==> config.mk <==
export PLATFORM = sky130hd
export DESIGN_NAME = vend_controller_flat
export DESIGN_NICKNAME = d
export VERILOG_FILES = /design/src/rtl/vend_controller_if.sv /design/src/rtl/vend_controller.sv /design/src/flat_wrapper.sv
export SDC_FILE = /design/constraint.sdc
export NUM_CORES = 1
export LEC_CHECK = 0
export ABC_CLOCK_PERIOD_IN_PS = 6200
export CAP_MARGIN = 25
export CORE_MARGIN = 8
export CORE_UTILIZATION = 45
export DETAILED_ROUTE_END_ITERATION = 16
export HOLD_SLACK_MARGIN = 0.15
export PLACE_DENSITY = 0.68
export SLEW_MARGIN = 20
export SYNTH_ARGS = -nofsm -noshare
export SYNTH_HDL_FRONTEND = slang
export SYNTH_SLANG_ARGS = --single-unit
export TNS_END_PERCENT = 100
==> constraint.sdc <==
create_clock -name clk -period 6.2 [get_ports clk]
set_input_delay 1.86 -clock clk [delete_from_list [all_inputs] [get_ports clk]]
set_output_delay 1.86 -clock clk [all_outputs]
set_load 0.05 [all_outputs]
==> src/rtl/vend_controller_if.sv <==
// Front-end / actuator signal bundle for vend_controller.
// i_* are driven toward the controller, o_* come back from it.
interface vend_controller_if #(
   parameter int CREDIT_W = 6
);
   logic [1:0]          i_coin;
   logic                i_sel_valid;
   logic [1:0]          i_sel;
   logic [3:0]          i_slot_empty;
   logic                i_cancel;
   logic                i_dispense_done;
   logic [CREDIT_W-1:0] o_credit;
   logic                o_dispense_req;
   logic [1:0]          o_dispense_slot;
   logic                o_change_pulse;
   logic                o_coin_reject;
   logic                o_sel_error;
   logic                o_z;
   logic                o_change_given;
   logic                o_busy;

   modport slave (
      input  i_coin, i_sel_valid, i_sel, i_slot_empty, i_cancel, i_dispense_done,
      output o_credit, o_dispense_req, o_dispense_slot, o_change_pulse,
             o_coin_reject, o_sel_error, o_z, o_change_given, o_busy
   );

   modport master (
      output i_coin, i_sel_valid, i_sel, i_slot_empty, i_cancel, i_dispense_done,
      input  o_credit, o_dispense_req, o_dispense_slot, o_change_pulse,
             o_coin_reject, o_sel_error, o_z, o_change_given, o_busy
   );
endinterface

==> src/rtl/vend_controller.sv <==
// Vending transaction controller: coin credit, selection check, dispense
// handshake and paced change return. Every output is a register.
module vend_controller #(
   parameter int PRICE      = 15,
   parameter int MAX_CREDIT = 35,
   parameter int CREDIT_W   = 6,
   parameter int TIMEOUT    = 255
) (
   input  logic             clk,
   input  logic             rst,
   vend_controller_if.slave bus
);
   localparam int TMO_W = $clog2(TIMEOUT + 1);
   localparam logic [CREDIT_W-1:0] LP_PRICE = CREDIT_W'(PRICE);
   localparam logic [CREDIT_W-1:0] LP_FIVE  = CREDIT_W'(5);
   localparam logic [CREDIT_W-1:0] LP_TEN   = CREDIT_W'(10);
   localparam logic [CREDIT_W:0]   LP_MAX   = (CREDIT_W+1)'(MAX_CREDIT);
   localparam logic [TMO_W-1:0]    LP_TLAST = TMO_W'(TIMEOUT - 1);

   typedef enum logic [1:0] {S_IDLE, S_CREDIT, S_DISPENSE, S_CHANGE} state_t;

   state_t              r_state, w_state_nxt;
   logic [CREDIT_W-1:0] r_credit, w_credit_nxt;
   logic [1:0]          r_slot, w_slot_nxt;
   logic [TMO_W-1:0]    r_tmo, w_tmo_nxt;
   logic                r_req, w_req_nxt;
   logic                r_cp, w_cp_nxt;
   logic                r_rej, w_rej_nxt;
   logic                r_serr, w_serr_nxt;
   logic                r_z, w_z_nxt;
   logic                r_cg, w_cg_nxt;
   logic                r_busy, w_busy_nxt;

   logic [CREDIT_W-1:0] w_coin_val;
   logic                w_coin_any;
   logic                w_coin_ok;
   logic [CREDIT_W:0]   w_sum;
   logic                w_sel_ok;

   always_comb begin
      w_coin_val = '0;
      case (bus.i_coin)
         2'b01:   w_coin_val = LP_FIVE;
         2'b10:   w_coin_val = LP_TEN;
         default: w_coin_val = '0;
      endcase
   end

   // Ceiling check is done one bit wider so the sum itself can never wrap.
   assign w_coin_any = (bus.i_coin != 2'b00);
   assign w_sum      = {1'b0, r_credit} + {1'b0, w_coin_val};
   assign w_coin_ok  = (bus.i_coin == 2'b01 || bus.i_coin == 2'b10) && (w_sum <= LP_MAX);
   assign w_sel_ok   = (r_credit >= LP_PRICE) && !bus.i_slot_empty[bus.i_sel];

   always_comb begin
      w_state_nxt  = r_state;
      w_credit_nxt = r_credit;
      w_slot_nxt   = r_slot;
      w_tmo_nxt    = r_tmo;
      w_req_nxt    = 1'b0;
      w_cp_nxt     = 1'b0;
      w_rej_nxt    = 1'b0;
      w_serr_nxt   = 1'b0;
      w_z_nxt      = 1'b0;
      w_cg_nxt     = 1'b0;
      case (r_state)
         S_IDLE: begin
            w_credit_nxt = '0;
            w_serr_nxt   = bus.i_sel_valid;
            if (w_coin_ok) begin
               w_credit_nxt = w_coin_val;
               w_tmo_nxt    = '0;
               w_state_nxt  = S_CREDIT;
            end else if (w_coin_any) begin
               w_rej_nxt = 1'b1;
            end
         end
         S_CREDIT: begin
            if (bus.i_cancel) begin
               w_rej_nxt   = w_coin_any;
               w_tmo_nxt   = '0;
               w_state_nxt = S_CHANGE;
            end else if (bus.i_sel_valid && w_sel_ok) begin
               w_rej_nxt    = w_coin_any;
               w_slot_nxt   = bus.i_sel;
               w_credit_nxt = r_credit - LP_PRICE;
               w_req_nxt    = 1'b1;
               w_tmo_nxt    = '0;
               w_state_nxt  = S_DISPENSE;
            end else if (bus.i_sel_valid || w_coin_any) begin
               // A refused selection still lets a same-cycle coin through.
               w_serr_nxt = bus.i_sel_valid;
               w_tmo_nxt  = '0;
               if (w_coin_ok)
                  w_credit_nxt = w_sum[CREDIT_W-1:0];
               else
                  w_rej_nxt = w_coin_any;
            end else if (r_tmo == LP_TLAST) begin
               w_tmo_nxt   = '0;
               w_state_nxt = S_CHANGE;
            end else begin
               w_tmo_nxt = r_tmo + TMO_W'(1);
            end
         end
         S_DISPENSE: begin
            w_rej_nxt  = w_coin_any;
            w_serr_nxt = bus.i_sel_valid;
            if (bus.i_dispense_done) begin
               w_z_nxt     = 1'b1;
               w_state_nxt = (r_credit != '0) ? S_CHANGE : S_IDLE;
            end else begin
               w_req_nxt = 1'b1;
            end
         end
         S_CHANGE: begin
            w_rej_nxt  = w_coin_any;
            w_serr_nxt = bus.i_sel_valid;
            // Pulse / gap alternation keyed off the registered pulse itself.
            if (r_cg) begin
               w_state_nxt = S_IDLE;
            end else if (r_cp) begin
               w_cg_nxt = (r_credit == '0);
            end else if (r_credit >= LP_FIVE) begin
               w_cp_nxt     = 1'b1;
               w_credit_nxt = r_credit - LP_FIVE;
            end else begin
               w_credit_nxt = '0;
               w_cg_nxt     = 1'b1;
            end
         end
         default: w_state_nxt = S_IDLE;
      endcase
      w_busy_nxt = (w_state_nxt == S_DISPENSE) || (w_state_nxt == S_CHANGE);
   end

   always_ff @(posedge clk) begin
      if (rst) begin
         r_state  <= S_IDLE;
         r_credit <= '0;
         r_slot   <= '0;
         r_tmo    <= '0;
         r_req    <= 1'b0;
         r_cp     <= 1'b0;
         r_rej    <= 1'b0;
         r_serr   <= 1'b0;
         r_z      <= 1'b0;
         r_cg     <= 1'b0;
         r_busy   <= 1'b0;
      end else begin
         r_state  <= w_state_nxt;
         r_credit <= w_credit_nxt;
         r_slot   <= w_slot_nxt;
         r_tmo    <= w_tmo_nxt;
         r_req    <= w_req_nxt;
         r_cp     <= w_cp_nxt;
         r_rej    <= w_rej_nxt;
         r_serr   <= w_serr_nxt;
         r_z      <= w_z_nxt;
         r_cg     <= w_cg_nxt;
         r_busy   <= w_busy_nxt;
      end
   end

   assign bus.o_credit        = r_credit;
   assign bus.o_dispense_req  = r_req;
   assign bus.o_dispense_slot = r_slot;
   assign bus.o_change_pulse  = r_cp;
   assign bus.o_coin_reject   = r_rej;
   assign bus.o_sel_error     = r_serr;
   assign bus.o_z             = r_z;
   assign bus.o_change_given  = r_cg;
   assign bus.o_busy          = r_busy;
endmodule

==> src/flat_wrapper.sv <==
// flat-port wrapper written by rule: the top's interface ports become plain ports
module vend_controller_flat 
#(
   parameter int PRICE      = 15,
   parameter int MAX_CREDIT = 35,
   parameter int CREDIT_W   = 6,
   parameter int TIMEOUT    = 255
)
  (clk, rst, bus_i_coin, bus_i_sel_valid, bus_i_sel, bus_i_slot_empty, bus_i_cancel, bus_i_dispense_done, bus_o_credit, bus_o_dispense_req, bus_o_dispense_slot, bus_o_change_pulse, bus_o_coin_reject, bus_o_sel_error, bus_o_z, bus_o_change_given, bus_o_busy);
  vend_controller_if #(.CREDIT_W(CREDIT_W)) bus_i ();
  input  logic clk;
  input  logic rst;
  input wire logic [$bits(bus_i.i_coin)-1:0] bus_i_coin;
  input wire logic [$bits(bus_i.i_sel_valid)-1:0] bus_i_sel_valid;
  input wire logic [$bits(bus_i.i_sel)-1:0] bus_i_sel;
  input wire logic [$bits(bus_i.i_slot_empty)-1:0] bus_i_slot_empty;
  input wire logic [$bits(bus_i.i_cancel)-1:0] bus_i_cancel;
  input wire logic [$bits(bus_i.i_dispense_done)-1:0] bus_i_dispense_done;
  output wire logic [$bits(bus_i.o_credit)-1:0] bus_o_credit;
  output wire logic [$bits(bus_i.o_dispense_req)-1:0] bus_o_dispense_req;
  output wire logic [$bits(bus_i.o_dispense_slot)-1:0] bus_o_dispense_slot;
  output wire logic [$bits(bus_i.o_change_pulse)-1:0] bus_o_change_pulse;
  output wire logic [$bits(bus_i.o_coin_reject)-1:0] bus_o_coin_reject;
  output wire logic [$bits(bus_i.o_sel_error)-1:0] bus_o_sel_error;
  output wire logic [$bits(bus_i.o_z)-1:0] bus_o_z;
  output wire logic [$bits(bus_i.o_change_given)-1:0] bus_o_change_given;
  output wire logic [$bits(bus_i.o_busy)-1:0] bus_o_busy;
  assign bus_i.i_coin = bus_i_coin;
  assign bus_i.i_sel_valid = bus_i_sel_valid;
  assign bus_i.i_sel = bus_i_sel;
  assign bus_i.i_slot_empty = bus_i_slot_empty;
  assign bus_i.i_cancel = bus_i_cancel;
  assign bus_i.i_dispense_done = bus_i_dispense_done;
  assign bus_o_credit = bus_i.o_credit;
  assign bus_o_dispense_req = bus_i.o_dispense_req;
  assign bus_o_dispense_slot = bus_i.o_dispense_slot;
  assign bus_o_change_pulse = bus_i.o_change_pulse;
  assign bus_o_coin_reject = bus_i.o_coin_reject;
  assign bus_o_sel_error = bus_i.o_sel_error;
  assign bus_o_z = bus_i.o_z;
  assign bus_o_change_given = bus_i.o_change_given;
  assign bus_o_busy = bus_i.o_busy;
  vend_controller #(.PRICE(PRICE), .MAX_CREDIT(MAX_CREDIT), .CREDIT_W(CREDIT_W), .TIMEOUT(TIMEOUT)) u_core (.clk(clk), .rst(rst), .bus(bus_i));
endmodule
### Word level (Yosys, flattened, before mapping)

Cells that the tools add are included.

| storage, ports and cells | value |
|---|---|
| flip-flop bits (word level) | 25 |
| input bits | 13 |

| cells by class | value |
|---|---|
| muxes and demuxes | 46 |
| reductions and logical operators | 21 |
| add/subtract/negate cells | 4 |
| equal/unequal tests | 14 |
| $lt $le $gt $ge | 4 |
| bitwise operators | 3 |

Operators by type and width:

| cell | count |
|---|---|
| 2-to-1 mux 6 bit | 7 |
| 2-to-1 mux 8 bit | 5 |
| one-hot mux 6 bit (3 select lines) | 1 |
| 2-to-1 mux 1 bit | 17 |
| 2-to-1 mux 2 bit | 8 |
| one-hot mux 8 bit (2 select lines) | 1 |
| equality test 2 bit (second input constant) | 5 |
| adder 8 x 1 -> 8 bit (second input constant) | 1 |
| equality test 8 bit (second input constant) | 1 |
| one-hot mux 2 bit (4 select lines) | 1 |
| one-hot mux 4 bit (2 select lines) | 1 |
| adder 6 x 4 -> 7 bit | 1 |
| less-or-equal comparator 7 x 6 -> 1 bit (second input constant) | 1 |
| greater-or-equal comparator 6 x 3 -> 1 bit (second input constant) | 1 |
| greater-or-equal comparator 6 x 4 -> 1 bit (second input constant) | 1 |
| zero test 6 bit | 1 |
| inequality test 2 bit (second input constant) | 3 |
| inequality test 3 x 1 -> 1 bit (second input constant) | 2 |
| AND reduction 6 bit | 1 |
| nonzero test 6 bit | 1 |
| OR reduction 3 bit | 2 |
| subtractor 6 x 3 -> 6 bit (second input constant) | 1 |
| subtractor 6 x 4 -> 6 bit (second input constant) | 1 |
| equality test 2 x 1 -> 1 bit (second input constant) | 2 |
| 17 further kinds | 26 |

### Logic depth before layout (Yosys ltp)

Gate-level depths: netlist of the first run.

| logic depth | value |
|---|---|
| word-level depth | 10 |
| depth in mapped cells | 14 |
| gate-level depth less buffers | 12 |

### Least setup slack after synthesis of the first run

OpenSTA, ideal clock, no wires.

| timing | value |
|---|---|
| kind | input to register |
| start point | in bus_i_coin[1] |
| end point | reg u_core.r_tmo[1] |
| path buffers | 1 |
| data required time | 6129 ps |
| cell stages on the path | 12 |
| slack | 1700 ps |
| data arrival time | 4429 ps |
| cells stage by stage | inv_1 -> ha_1 -> ha_1 -> nor3b_1 -> o211a_1 -> or3_4 -> o21a_1 -> o41ai_2 -> a31oi_1 -> buf_2 -> or3_1 -> a21oi_1 |

| between the ends | value |
|---|---|
| cells in the longest elaborated chain, start to end | 7 |
| elaborated cells on any way between the ends | 15 |
| those cells by class | add/sub (1); order compare (1); eq/ne (3); mux (5); reduce/logical (5) |

Ends and longest elaborated chain:

| what | RTL line | text |
|---|---|---|
| start: declaration | flat_wrapper.sv:13 | `input wire logic [$bits(bus_i.i_coin)-1:0] bus_i_coin;` |
| equality test 2 bit / equality test 2 x 1 -> 1 bit (equally long branches) | vend_controller.sv:42, vend_controller.sv:52 |  |
| one-hot mux 4 bit (2 select lines) | vend_controller.sv:42 | `case (bus.i_coin)` |
| adder 6 x 4 -> 7 bit | vend_controller.sv:51 | `assign w_sum = {1'b0, r_credit} + {1'b0, w_coin_val};` |
| less-or-equal comparator 7 x 6 -> 1 bit | vend_controller.sv:52 | `assign w_coin_ok = (bus.i_coin == 2'b01 \|\| bus.i_coin == 2'b10) && (w_sum <= LP_MAX);` |
| logical AND 1 bit | vend_controller.sv:52 |  |
| inequality test 2 x 1 -> 1 bit (no source line) | n/a |  |
| AND reduction 2 bit (no source line) | n/a |  |
| end signal: assignment | vend_controller.sv:153 | `r_tmo <= w_tmo_nxt;` |
| end: declaration | vend_controller.sv:25 | `logic [TMO_W-1:0] r_tmo, w_tmo_nxt;` |

Several ways; a longest one is shown, not always the timed one.
A chain may end at the register's enable or synchronous reset.

### Final worst setup path of the first run

| timing | value |
|---|---|
| start point | in bus_i_coin[1] |
| end point | reg u_core.r_tmo[2] |

Same word-level chain as after synthesis.

==> summary.md, run 1 <==
| Metric | Value |
|---|---|
| Post-synthesis instance area | 2030 µm² |
| CTS buffer count | 3 |
| Clock power share | 0.222 |
| Register area | approximately 500 µm² |
| Worst-margin pin slew | between 1 and 1.5 ns |
| Peak supply drop | 0.0937 mV |
| Vias | between 1500 and 2000 |
| Hold Path Class | flip-flop to flip-flop |
| Port Buffers | 27 |
| Psw | around 0.17 mW |
| Residual DRC | 0 |
| Worst r2r src | u_core.bus.o_credit[2] |
| Delay-heaviest family, CP | compound AO/OA/AOI/OAI gates |
| Post-cts repair resize count | 0 |
| CP Cell Sequence | clkdlybuf4s50_1, inv_1, ha_1, ha_1, nor3b_1, o211a_1, or3_4, o21a_1, o41ai_2, a31oi_1, or4b_1, a21oi_1 |
| Synthesized area per cell | roughly 8 µm² |
| Cell area power density | 194 nW/µm² |
| Share of cells above drive strength 1 | 0.0299 |
| Crit end category | flip-flop |
| Routability congestion estimate | between 0.8 and 0.9 |
| Critical path class | input port to flip-flop |
| Routed len/inst | around 15 µm |
| Top_reg_cell synth | dfxtp_1 |
| Leading cell type by number of instances after synthesis | dfxtp_1 |
| Nets | about 300 |
| Largest net degree at the start of global routing | 30 |
| Sequential area share after synthesis | 0.247 |
| Post-synth EDFFs | 0 |
| CP Data Required Time | ~6.4 ns |
| Die height | ~83 µm |
| Startpoint types | input port |
| Cell taking the most area after synthesis | dfxtp_1 |
| DRT Pass-1 Iters | 4 |
| CP max stage cell | or4b_1 |
| Critical path arrival | 5.42 ns |
| Syn-to-layout area delta | 14.7% |
| Hold Crit Start | u_core.r_tmo[6] |
| Total buffers and inverters traversed by the critical path | 2 |
| Die width | around 83 µm |
| Synth top area share | 0.247 |
| Final Hold Viols | 0 |
| Combinational Power Share | 0.366 |
| Worst-path clk slew | around 0.09 ns |
| Final Skew | about 0.006 ns |
| Starting Density | 0.466 |
| Global-route wire length before repair | between 8 and 9 mm |
| Fmax | 191 MHz |
| Critical Path Start | bus_i_coin[1] |
| TritonCTS clock tree | yes |
| Final Util | 0.534 |
| Syn nets | 286 |
| RSZ-0062 raised after global routing | false |
| Final setup violating endpoints | 0 |
| Final Max Tran Viols | 0 |
| Synth top cells by count | 25 x dfxtp_1, 20 x a21oi_1, 19 x ha_1, 19 x inv_1, 19 x nor2_1 |
| Crit share post-route | 0.845 |
| Routed WL | ~4.9 mm |
| Area of the core | around 4400 µm² |
| Hold slack final | 0.488 ns |
| Total grt overflow | 0 |
| Post-route setup TNS | 0 ns |
| Internal power | 0.278 mW |
| GRT Util Overall | 0.142 |
| Clock Sink Count | 25 |
| Reg power frac | 0.413 |
| Post-layout min period | 5.24 ns |
| Status | complete, no violations |
| DRT antenna net count | 0 |
| Initial antenna violation count | 0 |
| CTS max path bufs | 2 |
| IO Count | 28 |
| Crit-path max cell delay | roughly 0.58 ns |
| Multi-input gate area | 1370 µm² |
| FILL cells | around 400 |
| CTS Hold Bufs | 0 |
| Max transition margin | 0.313 |
| Leak Pwr | ~0.85 nW |
| H-tree depth | 1 |
| #FFs+latches synth | 25 |
| Post-synthesis async set-or-reset flop share | 0 |
| Sw Ratio | 0.385 |
| Iter 0 DRT Violations | about 130 |
| Cells after Synth | roughly 250 |
| Distinct cells, synth | 50 |
| Top cells by area, synth | dfxtp_1 25%, ha_1 12%, a21oi_1 4.9% |
| Final HPWL DP | roughly 3.6 mm |
| Clk Latency, worst-skew pair | approximately 0.28 ns |
| Vias per cell | 5.89 |
| CP dominant cell by count | ha_1 |
| Synth warnings | 0 |
| Clock root cell | clkbuf_8 |
| Vias in the first global route | ~1800 |
| Critical path peak fanout | 12 |
| Post-CTS setup buffer count | 0 |
| Die ar. | about 6900 µm² |
| Diode count | 0 |
| Max cap viols | 0 |
| Rows | 24 |
## power by group through the flow
stage	Combinational (mW)	Sequential (mW)	Clock, mW
floorplan	0.111	0.198	0
global placement	0.164	0.190	0
detailed placement	0.164	0.190	0
finish	0.165	0.186	0.100
CTS	0.165	0.186	0.103
global route	0.184	0.189	0.111
## cells by family (layout without fill, tap and decap cells)
| group | count (synthesis) | in the layout | synth area share |
|---|---|---|---|
| flip-flops | 25 | 25 | 0.247 |
| multiplexers | 6 | 6 | 0.0358 |
| AND/OR/NAND/NOR | 82 | 82 | 0.212 |
| XOR/XNOR | 9 | 9 | 0.0481 |
| adder cells (fa/ha/maj) | 19 | 19 | 0.117 |
| buffers and inverters | 37 | 51 | 0.0783 |
| AO/OA/AOI/OAI | 76 | 76 | 0.262 |
## flip-flops by register name, summed over array words and instances, names as in the netlist
| register | flops |
|---|---|
| u_core.bus.o_change_pulse | 1 |
| u_core.bus.o_change_given | 1 |
| u_core.bus.o_credit | 6 |
| u_core.bus.o_dispense_req | 1 |
| u_core.r_tmo | 8 |
| u_core.bus.o_busy | 1 |
| u_core.bus.o_coin_reject | 1 |
| u_core.bus.o_z | 1 |
| u_core.bus.o_dispense_slot | 2 |
| u_core.r_state | 2 |
| u_core.bus.o_sel_error | 1 |
## cell usage in the layout, fill, tap and decap left out, types with 5 or more instances in the layout
cell | Yosys | routed
nor2_1 | 19 | 19
nand3_1 | 10 | 10
clkdlybuf4s50_1 | 0 | 27
o21ai_0 | 12 | 12
a21oi_1 | 20 | 20
a211oi_1 | 7 | 7
dfxtp_1 | 25 | 25
ha_1 | 19 | 19
inv_1 | 19 | 19
or3_1 | 9 | 9
xor2_1 | 6 | 6
nor3b_1 | 6 | 6
nor3_1 | 6 | 6
o32ai_1 | 7 | 7
nand2_1 | 14 | 14
mux2i_1 | 5 | 5
## worst paths after layout
check | end | slack (ns) | cells past startpoint
worst min register to register | u_core.r_tmo[6] | 0.49 | 2
worst max-delay path | u_core.r_tmo[2] | 0.96 | 12
worst max register to register | u_core.r_tmo[2] | 2.88 | 8
worst min-delay path | u_core.r_tmo[6] | 0.49 | 2
## metrics by stage
| stage | cell area [µm²] | total power, mW | instances | setup slack [ns] |
|---|---|---|---|---|
| global placement | 2280 | 0.354 | 316 | 0.743 |
| finish | 2330 | 0.452 | 320 | 0.962 |
| detailed placement | 2280 | 0.354 | 316 | 0.676 |
| global route | 2330 | 0.484 | 320 | 0.724 |
| CTS | 2330 | 0.455 | 320 | 0.973 |
| floorplan | 2030 | 0.310 | 254 | 1.70 |
## worst reg2reg max path, cell delays in order (launching register included)
cell and delay, ns:
dfxtp_1 0.82, xnor2_4 0.22, o32ai_1 0.14, or3_4 0.36
o21a_1 0.18, o41ai_2 0.42, a31oi_1 0.37, or4b_1 0.58
a21oi_1 0.15
## routing by layer
metal  share of wire  global-route usage  vias to the layer above
li1                -                   -                      958
met1            0.49               0.181                      872
met2            0.45               0.226                       45
met3           0.052              0.0342                        9
met4           0.015              0.0463                        0
met5               0                   0                        -
## area by class of cell
cell class	instances	area share
clock buffer	3	0.0177
sequential	25	0.215
inverter	20	0.0323
multi-input combinational	192	0.589
timing repair buffer	27	0.116
tap	52	0.0280
clock inverter	1	0.00215
(Power assumes the default switching activity.)
==> run 2, diff against run 1 <==
ABC_CLOCK_PERIOD_IN_PS = 5300   (was 6200)
clock period = 5.3 ns   (was 6.2 ns; I/O delays follow)
==> run 2 against run 1 <==
Register-to-register slack got worse by 0.79 ns. Critical path depth did not move. Die area did not move. First-iteration DRC count rose by 13%. Final cell count rose by 0.94%. Sequential share of layout area fell by 0.23 points. Count of clock-buffer cells in the layout rose by 1. Clock skew fell by 0.0012 ns. Non-clock buffer count rose by 3. Critical endpoint unchanged. Largest cell class unchanged.
==> summary.md, run 2 (same netlist as run 1, synthesis figures left out) <==
| Metric | Value |
|---|---|
| Status | complete, no violations |
| Leak Pwr | between 0.8 and 0.9 nW |
| Final Util | 0.540 |
| Syn-to-layout area delta | 15.9% |
| Combinational Power Share | 0.372 |
| CTS buffer count | 3 |
| Vias | between 1500 and 2000 |
| Routed WL | 5.00 mm |
| Nets | 304 |
| Met1 Track Usage GR | 0.191 |
| Die ar. | approximately 6900 µm² |
| FILL cells | ~420 |
| Final Hold Viols | 0 |
| Post-route setup TNS | 0 ns |
| Clock power share | 0.214 |
| Final Max Tran Viols | 0 |
| Iter 0 DRT Violations | 141 |
| DRT Pass-1 Iters | 5 |
| Most frequent cells in the layout | 27 x clkdlybuf4s50_1, 25 x dfxtp_1, 20 x a21oi_1 |
| Routability congestion estimate | 0.843 |
| CP dominant cell by count | ha_1 |
| Total grt overflow | 0 |
| Global-route wire length before repair | around 8.6 mm |
| CP Data Required Time | ~5.5 ns |
| Internal power | 0.329 mW |
| Final setup violating endpoints | 0 |
| Vias in the first global route | between 1500 and 2000 |
| CTS max path bufs | 2 |
| Routed len/inst | 15.5 µm |
| Final Skew | 0.00482 ns |
| Share of cells above drive strength 1 | 0.0369 |
| GRT Util Overall | 0.141 |
| IO Count | 28 |
| H-tree depth | 1 |
| Most common cell after layout, fill and taps aside | clkdlybuf4s50_1 |
| Post-layout min period | roughly 4.9 ns |
| Vias per cell | 5.93 |
| Max reg flops | 8 |
| Clock root cell | clkbuf_8 |
| Residual DRC | 0 |
| Clock Sink Count | 25 |
| RSZ-0062 raised after global routing | false |
| Crit-path max cell delay | between 0.5 and 0.6 ns |
| Diode count | 0 |
| Peak supply drop | 0.138 mV |
| Rows | 24 |
| Final HPWL DP | about 3.7 mm |
| Crit share post-route | 0.918 |
| Port Buffers | 27 |
| Critical path peak fanout | 8 |
| Hold Path Class | flip-flop to flip-flop |
| CP max stage cell | or4b_1 |
| Reg power frac | 0.414 |
| Max transition margin | 0.431 |
| Area of the core | 4350 µm² |
| Worst-path clk slew | 0.08 ns |
| Met2 Track Usage GR | 0.220 |
| Die height | just over 80 µm |
| Post-cts repair resize count | 0 |
| Initial antenna violation count | 0 |
| Crit end category | flip-flop |
| Clk Latency, worst-skew pair | around 0.27 ns |
| Worst-margin pin slew | between 0.8 and 0.9 ns |
| Fmax | approximately 200 MHz |
| CTS Hold Bufs | 0 |
| Grt peak-use layer | met2 |
| Psw | roughly 0.2 mW |
| Largest net degree at the start of global routing | 30 |
| Startpoint types | input port |
| Starting Density | 0.466 |
| Critical path class | input port to flip-flop |
| Post-CTS setup buffer count | 0 |
| TritonCTS clock tree | yes |
| DRT antenna net count | 0 |
| Top reg by flops | u_core.r_tmo |
| Sw Ratio | 0.377 |
| Cell area power density | 225 nW/µm² |
| Critical path arrival | slightly above 5 ns |
| Die width | between 80 and 90 µm |
| CP Cell Sequence | clkdlybuf4s50_1, inv_1, ha_1, ha_1, nor3b_1, o211a_1, or3_4, o21a_1, o41ai_2, a31oi_1, or4b_1, a21oi_1 |
| Grt met3 use | 0.0293 |
| Max cap viols | 0 |
-- run 2: critical path, delay by kind of cell --
family          cells  cell delay (ns)
compound gates      5             1.26
fa+ha+maj           2             0.51
buf+inv             2             0.59
simple gates        3             1.10
-- run 2: layer usage --
layer	share of wire	wire [µm]	vias up
met1	0.49	2460	888
met3	0.056	282	8
li1	-	-	967
met2	0.44	2200	53
met5	0	0	-
met4	0.013	63	0
-- run 2: final cells by class --
| type | instances | area [µm²] | share of cell area |
|---|---|---|---|
| repair buffers | 30 | 297 | 0.126 |
| flip-flops and latches | 25 | 500 | 0.213 |
| well taps | 52 | 65.1 | 0.0277 |
| inverters | 20 | 75.1 | 0.0319 |
| clock buffers | 4 | 45.0 | 0.0191 |
| multi-input cells | 192 | 1370 | 0.582 |
-- run 2: power groups by stage --
stage / sequential (mW) / clock [mW] / combinational [mW]
final: 0.218 / 0.113 / 0.197
after global placement: 0.223 / 0 / 0.193
after detailed placement: 0.222 / 0 / 0.194
after global routing: 0.221 / 0.125 / 0.216
after floorplan: 0.232 / 0 / 0.130
after CTS: 0.218 / 0.118 / 0.195
-- run 2: through the flow --
stage	hold WS [ns]	cells	cell area [µm²]	worst slack [ns]	total power [mW]
finish	0.485	323	2350	0.437	0.528
global route	0.519	323	2350	0.249	0.561
CTS	0.486	322	2340	0.410	0.531
detailed placement	0.473	318	2300	0.139	0.417
global placement	0.470	318	2300	0.259	0.416
floorplan	0.457	254	2030	1.07	0.362
-- run 2: path summary, 6_finish.rpt --
kind | slack (ns) | to | from | cells past startpoint
max | 0.44 | u_core.r_tmo[2] | bus_i_coin[1] | 12
min | 0.49 | u_core.r_tmo[6] | u_core.r_tmo[6] | 2
min reg2reg | 0.49 | u_core.r_tmo[6] | u_core.r_tmo[6] | 2
max reg2reg | 2.09 | u_core.r_tmo[2] | u_core.bus.o_credit[2] | 8
==> run 3, diff against run 2 <==
SLEW_MARGIN = default   (was 20)
==> run 3 against run 2 <==
Total power increased by 0.48%. Highest routed layer unchanged. Routed wire length up 0.38%. Clock power barely moved. Final cell count unchanged. Critical endpoint unchanged. Fmax decreased by 0.18%. Final area increased by 0.58%. Largest cell class unchanged. Global-route usage unchanged. Utilization increased by 0.32 points. Die area unchanged. Combinational power is essentially flat.
==> summary.md, run 3 (same netlist as run 1, synthesis figures left out) <==
| Metric | Value |
|---|---|
| Cell area power density | 224 nW/µm² |
| Worst-margin pin slew | 0.844 ns |
| Post-route setup TNS | 0 ns |
| Largest net degree at the start of global routing | 30 |
| Residual DRC | 0 |
| Final setup violating endpoints | 0 |
| Initial antenna violation count | 0 |
| TritonCTS clock tree | yes |
| Setup slack, reg-to-reg | approximately 2.1 ns |
| DRT Pass-1 Iters | 4 |
| IO Count | 28 |
| Max cap viols | 0 |
| Top reg by flops | u_core.r_tmo |
| Die width | approximately 83 µm |
| Startpoint types | input port |
| Final instance area | 2370 µm² |
| Share of cells above drive strength 1 | 0.0369 |
| Vias | about 1900 |
| Most common cell after layout, fill and taps aside | clkdlybuf4s50_1 |
| Final Max Tran Viols | 0 |
| DRT antenna net count | 0 |
| Final HPWL DP | 3.72 mm |
| Peak supply drop | 0.138 mV |
| Routability congestion estimate | 0.843 |
| Fmax | between 200 and 250 MHz |
| Most frequent cells in the layout | 27 x clkdlybuf4s50_1, 25 x dfxtp_1, 20 x a21oi_1 |
| Crit end category | flip-flop |
| Leak Pwr | slightly below 0.9 nW |
| Clock root cell | clkbuf_8 |
| Final Skew | about 0.0055 ns |
| Critical path class | input port to flip-flop |
| Post-layout min period | 4.87 ns |
| Vias per cell | roughly 6.0 |
| Vias in the first global route | roughly 1900 |
| Syn-to-layout area delta | 16.6% |
| Routed len/inst | between 15 and 20 µm |
| Clock Sink Count | 25 |
| Diode count | 0 |
| Critical path arrival | 5.07 ns |
| Global-route wire length before repair | ~8.6 mm |
| Delay-heaviest family, CP | compound AO/OA/AOI/OAI gates |
| CP Data Required Time | between 5 and 6 ns |
| Crit-path max cell delay | approximately 0.55 ns |
| Clk Latency, worst-skew pair | approximately 0.27 ns |
| Status | complete, no violations |
| Post-CTS setup buffer count | 0 |
| CP max stage cell | or4b_1 |
| Total grt overflow | 0 |
| Port Buffers | 27 |
| Rows | 24 |
| CP dominant cell by count | ha_1 |
| Routed WL | 5.02 mm |
| Nets | roughly 300 |
| Placed Area | 2300 µm² |
| Critical path peak fanout | 8 |
| Max transition margin | 0.435 |
| CP Cell Sequence | clkdlybuf4s50_1, inv_1, ha_1, ha_1, nor3b_1, o211a_1, or3_4, o21a_1, o41ai_2, a31oi_1, or4b_1, a21oi_1 |
| Die height | 83.2 µm |
| Final Hold Viols | 0 |
| H-tree depth | 1 |
| Post-cts repair resize count | 0 |
| Max reg flops | 8 |
| CTS max path bufs | 2 |
| Crit share post-route | 0.919 |
| Worst-path clk slew | ~0.080 ns |
| Total buffers and inverters traversed by the critical path | 2 |
| Hold Path Class | flip-flop to flip-flop |
| CTS Hold Bufs | 0 |
| Iter 0 DRT Violations | about 130 |
| Starting Density | 0.466 |
| Die ar. | ~6900 µm² |
| Area of the core | about 4400 µm² |
| RSZ-0062 raised after global routing | false |
| CTS buffer count | 3 |
| GRT Util Overall | 0.141 |
run 3: layout make-up:
| class | instances | area (µm²) |
|---|---|---|
| flip-flops and latches | 25 | 500 |
| well taps | 52 | 65.1 |
| inverters | 20 | 75.1 |
| repair buffers | 30 | 310 |
| clock buffers | 4 | 45.0 |
| multi-input cells | 192 | 1370 |
| fillers | 413 | 1990 |
run 3: through the flow:
| stage | hold WS, ns | power (mW) | setup slack, ns | std cells | util |
|---|---|---|---|---|---|
| detailed placement | 0.473 | 0.417 | 0.139 | 318 | 0.527 |
| global placement | 0.470 | 0.416 | 0.259 | 318 | 0.527 |
| floorplan | 0.457 | 0.362 | 1.07 | 254 | - |
| global route | 0.519 | 0.563 | 0.249 | 323 | 0.543 |
| finish | 0.485 | 0.531 | 0.428 | 323 | 0.543 |
| CTS | 0.486 | 0.531 | 0.410 | 322 | 0.538 |
run 3: power breakdown:
part           switching (mW)  internal, mW
Clock                  0.0599        0.0538
Combinational           0.118        0.0800
Sequential             0.0226         0.196
run 3: layer usage:
metal | share of wire | up-vias | wire [µm] | global-route usage
met5 | 0 | - | 0 | 0
met4 | 0.014 | 0 | 72 | 0.0367
met3 | 0.064 | 9 | 319 | 0.0293
met2 | 0.42 | 54 | 2130 | 0.220
met1 | 0.50 | 894 | 2500 | 0.191
li1 | - | 967 | - | -
run 3: worst reg2reg max path: stages, from the launching register on:
cell	delay (ns)
dfxtp_1	0.84
xnor2_4	0.21
o32ai_1	0.14
or3_4	0.36
o21a_1	0.19
o41ai_2	0.42
a31oi_1	0.28
or4b_1	0.55
a21oi_1	0.16
run 3: worst paths after layout:
kind / startpoint / depth (start not counted) / end
setup / recovery: bus_i_coin[1] / 12 / u_core.r_tmo[2]
hold / removal: u_core.r_tmo[6] / 2 / u_core.r_tmo[6]
setup reg to reg: u_core.bus.o_credit[2] / 8 / u_core.r_tmo[2]
hold reg to reg: u_core.r_tmo[6] / 2 / u_core.r_tmo[6]
